[src/rtl/parse_is_attacked.sv]
// Rebuilds a 64-bit attacked bitboard from an ASCII stream of eight lines of
// eight 'X'/'.' characters. Rank 7 arrives first and file 0 is leftmost.
module parse_is_attacked (
  input  logic        clk,
  input  logic        reset,
  input  logic [7:0]  char_in,
  input  logic        char_valid,
  output logic        char_ready,
  output logic [63:0] attacked,
  output logic        attacked_valid,
  output logic        parse_error
);

  localparam logic [7:0] MARK_CHAR  = 8'h58;  // 'X'
  localparam logic [7:0] EMPTY_CHAR = 8'h2E;  // '.'
  localparam logic [7:0] CR_CHAR    = 8'h0D;
  localparam logic [7:0] LF_CHAR    = 8'h0A;

  typedef enum logic [1:0] {
    S_INIT   = 2'd0,
    S_SQUARE = 2'd1,
    S_EOL    = 2'd2,
    S_DONE   = 2'd3
  } state_t;

  state_t      r_state;
  logic [63:0] r_shadow;
  logic [63:0] r_attacked;
  logic [5:0]  r_index;
  logic [5:0]  r_row_start;
  logic [2:0]  r_col;
  logic        r_char_ready;
  logic        r_attacked_valid;
  logic        r_parse_error;

  logic w_hs;
  logic w_is_square;

  assign w_hs        = char_valid & r_char_ready;
  assign w_is_square = (char_in == MARK_CHAR) || (char_in == EMPTY_CHAR);

  // NOTE: the shadow board is reset together with the control state, so a
  // board interrupted by reset can never leak bits into the next one.
  // NOTE: every assignment below is non-blocking so all registers update from
  // the same pre-edge values, independent of statement order.
  always_ff @(posedge clk or negedge reset) begin
    if (!reset) begin
      r_state          <= S_INIT;
      r_shadow         <= '0;
      r_attacked       <= '0;
      r_index          <= '0;
      r_row_start      <= '0;
      r_col            <= '0;
      r_char_ready     <= 1'b0;
      r_attacked_valid <= 1'b0;
      r_parse_error    <= 1'b0;
    end else begin
      r_attacked_valid <= 1'b0;
      r_parse_error    <= 1'b0;
      case (r_state)
        S_INIT: begin
          r_row_start  <= 6'd56;
          r_index      <= 6'd56;
          r_col        <= 3'd0;
          r_shadow     <= '0;
          r_char_ready <= 1'b1;
          r_state      <= S_SQUARE;
        end
        S_SQUARE: begin
          if (w_hs) begin
            if (w_is_square) begin
              r_shadow[r_index] <= (char_in == MARK_CHAR);
              r_index           <= r_index + 6'd1;
              if (r_col == 3'd7) begin
                r_state <= S_EOL;
              end else begin
                r_col <= r_col + 3'd1;
              end
            end else if (char_in != CR_CHAR) begin
              r_parse_error <= 1'b1;
              r_char_ready  <= 1'b0;
              r_state       <= S_INIT;
            end
          end
        end
        S_EOL: begin
          if (w_hs) begin
            if (char_in == LF_CHAR) begin
              if (r_row_start != 6'd0) begin
                r_row_start <= r_row_start - 6'd8;
                r_index     <= r_row_start - 6'd8;
                r_col       <= 3'd0;
                r_state     <= S_SQUARE;
              end else begin
                // Only a fully parsed board is ever published.
                r_attacked       <= r_shadow;
                r_attacked_valid <= 1'b1;
                r_char_ready     <= 1'b0;
                r_state          <= S_DONE;
              end
            end else if (char_in != CR_CHAR) begin
              r_parse_error <= 1'b1;
              r_char_ready  <= 1'b0;
              r_state       <= S_INIT;
            end
          end
        end
        S_DONE: begin
          r_char_ready <= 1'b0;
          r_state      <= S_INIT;
        end
        default: begin
          r_char_ready <= 1'b0;
          r_state      <= S_INIT;
        end
      endcase
    end
  end

  assign char_ready     = r_char_ready;
  assign attacked       = r_attacked;
  assign attacked_valid = r_attacked_valid;
  assign parse_error    = r_parse_error;

endmodule

[config.mk]
export PLATFORM = sky130hd
export DESIGN_NAME = parse_is_attacked
export DESIGN_NICKNAME = d
export VERILOG_FILES = /design/src/rtl/parse_is_attacked.sv
export SDC_FILE = /design/constraint.sdc
export NUM_CORES = 1
export LEC_CHECK = 0
export BUFFER_PORTS_ARGS = -buffer_cell sky130_fd_sc_hd__buf_4
export CAP_MARGIN = 20
export CELL_PAD_IN_SITES_DETAIL_PLACEMENT = 0
export CELL_PAD_IN_SITES_GLOBAL_PLACEMENT = 1
export CORE_MARGIN = 3
export CORE_UTILIZATION = 42
export DETAILED_ROUTE_END_ITERATION = 6
export PLACE_DENSITY = 0.8
export SYNTH_ARGS = -nofsm -noshare
export SYNTH_HDL_FRONTEND = slang
export SYNTH_SLANG_ARGS = --single-unit
[constraint.sdc]
create_clock -name clk -period 1.9 [get_ports clk]
set_input_delay 0.38 -clock clk [delete_from_list [all_inputs] [get_ports clk]]
set_output_delay 0.38 -clock clk [all_outputs]
set_load 0.005 [all_outputs]
==> impl_metrics.env <==
export IMPL_synth_largest_area_cell="dfrtp_1"
export IMPL_rows=45
export IMPL_wirelength_mm=18.4
export IMPL_antenna_found_initial=0
export IMPL_fin_worst_skew_ns=0.0104
export IMPL_rsz0062_at_grt="yes"
export IMPL_worstSetupPathType="flip-flop to flip-flop"
export IMPL_nNetsFinal=779
export IMPL_cts_max_path_buffers=2
export IMPL_synth_top_area_share_pct=55.1
export IMPL_vias_per_cell=5.49
export IMPL_setup_ws_ns=-0.0949
export IMPL_clock_sinks=145
export IMPL_synth_edf_count=0
export IMPL_synth_area_um2=6580
export IMPL_p_leak_nw=4.45
export IMPL_ir_drop_v=0.000636
export IMPL_endpoint_kind="flip-flop"
export IMPL_core_area_um2=15300
export IMPL_grt_overflow=0
export IMPL_place_congestion=0.848
export IMPL_min_period_over_period_pct=105
export IMPL_totalPowerFinal_mw=8.75
export IMPL_ys_types=56
export IMPL_grt_use_total_pct=20.9
export IMPL_wl_per_cell_um=18.7
export IMPL_arrival_ns=2.30
export IMPL_dieArea_um2=17200
export IMPL_ys_ff_latch=145
export IMPL_yosys_warnings=0
export IMPL_grt_pass1_wl_mm=29.3
export IMPL_ioPinCount=78
export IMPL_drv_cap=0
export IMPL_cts_root_buf="clkbuf_16"
export IMPL_finalHoldViolations=0
export IMPL_critPathMaxFanout=5
export IMPL_critical_path_buf_inv_count=3
export IMPL_hold_path_class="input port to flip-flop"
export IMPL_violations="negative setup slack"
export IMPL_grt_pass1_vias=5552
export IMPL_drive_above_1_share_pct=38.4
export IMPL_cts_buffers=17
export IMPL_drt_first_iter_violations=517
export IMPL_synthTopCellsByArea="dfrtp_1 (55%), mux2_2 (10%), nand2_1 (5.4%)"
export IMPL_cp_required_ns=2.20
export IMPL_firstDrtPassIters=5
export IMPL_synth_cells=600
export IMPL_status="complete, but fails checks"
export IMPL_tightest_slew_ns=0.516
export IMPL_grt_max_degree=61
export IMPL_yosysSeqAreaShare_pct=55.1
export IMPL_path_cells="or3_4 -> or2_4 -> nor2_4 -> buf_12 -> buf_8 -> buf_16 -> mux2_4"
export IMPL_ys_flop_type="dfrtp_1"
export IMPL_syn2layout_area_growth_pct=39.6
export IMPL_cts_tree="yes"
export IMPL_holdWs_ns=0.443
export IMPL_vias=5400
export IMPL_crit_path_top_delay_cell="or3_4"
export IMPL_power_density_nw_per_um2=952
export IMPL_cp_top_family="simple AND/OR/NAND/NOR gates"
export IMPL_cp_slowest_stage_delay_ns=0.39
export IMPL_clk_latency_ns=0.43
export IMPL_die_w_um=131
export IMPL_path_clk_slew_ns=0.06
export IMPL_relSlewSlack_pct=65.6
export IMPL_startpoint_type="flip-flop"
export IMPL_synth_nets=619
export IMPL_ant_nets=0
export IMPL_synthArstFlopShare_pct=100
export IMPL_dp_hpwl_mm=11.7
export IMPL_finalSetupTns_ns=-4.31
export IMPL_io_buffer_count=77
export IMPL_start_util_pct=43.1
export IMPL_setup_viol=66
export IMPL_drc=0
export IMPL_timing_fmax_ghz=0.501
export IMPL_htree_levels=4
export IMPL_avgSynthCellArea_um2=11.0
export IMPL_drv_slew=0
export IMPL_chipHeight_um=131
export IMPL_finalCriticalPeriod_ns=1.99
export IMPL_diodes=0
[power breakdown]
part	total, mW	switching (mW)	internal (mW)
Sequential	3.33	0.173	3.15
Combinational	2.03	1.28	0.748
Clock	3.39	1.33	2.06
[area by class of cell]
type	count	area, um2
inverters	10	37.5
multi-input cells	415	3110
clock buffers	18	429
well taps	211	264
flip-flops and latches	145	3630
repair buffers	171	1560
clock inverters	14	164
fillers	1200	6070
[kinds of logic (layout without fill, tap and decap cells)]
kind of cell | after synthesis | count (layout) | synth area share [%]
XOR/XNOR | 3 | 3 | 0.399
adder cells (fa/ha/maj) | 8 | 8 | 1.52
buffers and inverters | 40 | 213 | 3.08
AND/OR/NAND/NOR | 178 | 178 | 13.0
AO/OA/AOI/OAI | 159 | 159 | 15.5
flip-flops | 145 | 145 | 55.1
multiplexers | 67 | 67 | 11.4
[stage by stage]
stage / std cells / area, um2 / worst slack, ns / util, %
finish: 984 / 9190 / -0.0949 / 60.2
floorplan: 600 / 6850 / -0.0467 / -
detailed placement: 935 / 8140 / -0.307 / 53.3
CTS: 980 / 9010 / -0.0785 / 59.0
global route: 984 / 9190 / -0.145 / 60.2
global placement: 935 / 8140 / -0.274 / 53.3
[layer usage]
metal / routed length (um) / share of wire [%] / vias to the layer above / GRT usage (%)
li1: - / - / 2489 / -
met1: 8100 / 44 / 2706 / 27.6
met2: 9200 / 50 / 183 / 35.1
met3: 857 / 4.7 / 22 / 4.59
met4: 263 / 1.4 / 0 / 5.66
met5: 0 / 0 / - / 0
[layout by cell type, fill, tap and decap left out, types with 4 or more instances in the layout]
cell | synthesis | final
buf_12 | 0 | 7
o21ai_0 | 67 | 53
clkbuf_16 | 0 | 20
buf_6 | 5 | 4
nand2_1 | 95 | 94
o211ai_1 | 24 | 24
nor3_1 | 8 | 6
clkinv_2 | 0 | 5
nand3_1 | 12 | 10
ha_1 | 8 | 6
and2_1 | 4 | 4
a22oi_1 | 4 | 4
buf_4 | 1 | 149
dfrtp_1 | 145 | 145
inv_1 | 10 | 9
nor2_2 | 0 | 4
buf_16 | 0 | 5
and3_1 | 8 | 7
nor2b_1 | 4 | 4
o21ai_1 | 6 | 20
a21oi_1 | 30 | 30
mux2_4 | 0 | 64
nor2_1 | 20 | 15
nand4_1 | 7 | 7
nand2b_1 | 5 | 5
[final timing paths]
kind	startpoint	endpoint	slack (ns)	depth (start not counted)
min reg2reg	r_shadow[26]$_DFFE_PN0P_	attacked[26]$_DFFE_PN0P_	0.51	1
max reg2reg	r_row_start[5]$_DFFE_PN0P_	attacked[56]$_DFFE_PN0P_	-0.09	7
min in group asynchronous	reset	attacked[34]$_DFFE_PN0P_	0.48	2
max	r_row_start[5]$_DFFE_PN0P_	attacked[56]$_DFFE_PN0P_	-0.09	7
min	char_in[4]	r_state[0]$_DFFE_PN0P_	0.44	4
max in group asynchronous	reset	parse_error$_DFF_PN0_	0.73	3
[what timing repair did]
action	CTS	global route
pin swaps	1	5
hold buffers	1	0
setup buffers	7	0
gates resized for setup	17	26
hold endpoints to repair	50	0
endpoints found under the setup margin	96	125
gates cloned	5	4
[registers in the layout, summed over array words and instances, names as in the netlist]
register        flops
char_ready          1
parse_error         1
r_shadow           64
attacked           64
r_index             6
r_row_start         3
r_col               3
r_state             2
attacked_valid      1
[worst reg2reg max path: stages (launching register included)]
cell     delay (ns)
dfrtp_1        0.38
or3_4          0.39
or2_4          0.26
nor2_4         0.18
buf_12         0.14
buf_8          0.12
buf_16         0.12
mux2_4         0.30
[cell usage after synthesis (2+ instances only)]
master       n
o311ai_0     2
nor4b_2      2
o21a_1       2
inv_1       10
o22a_1       3
dfrtp_1    145
o21ai_0     67
o21ai_1      6
a21oi_1     30
mux2i_1      2
a31oi_1      3
o2bb2ai_1    3
o211ai_1    24
clkbuf_1    15
buf_6        5
ha_1         8
clkbuf_2     2
and2_1       4
a22oi_1      4
a21o_1       2
o22ai_1      2
mux2_1       4
and3_1       8
nand4_1      7
a41oi_4      2
nand3_1     12
o31ai_1      2
nor2_1      20
buf_2        7
xnor2_1      2
mux2_2      61
nand2b_1     5
nor3_1       8
nand2_1     95
or3_1        2
nor2b_1      4
Power figures use the tool's default switching activity.
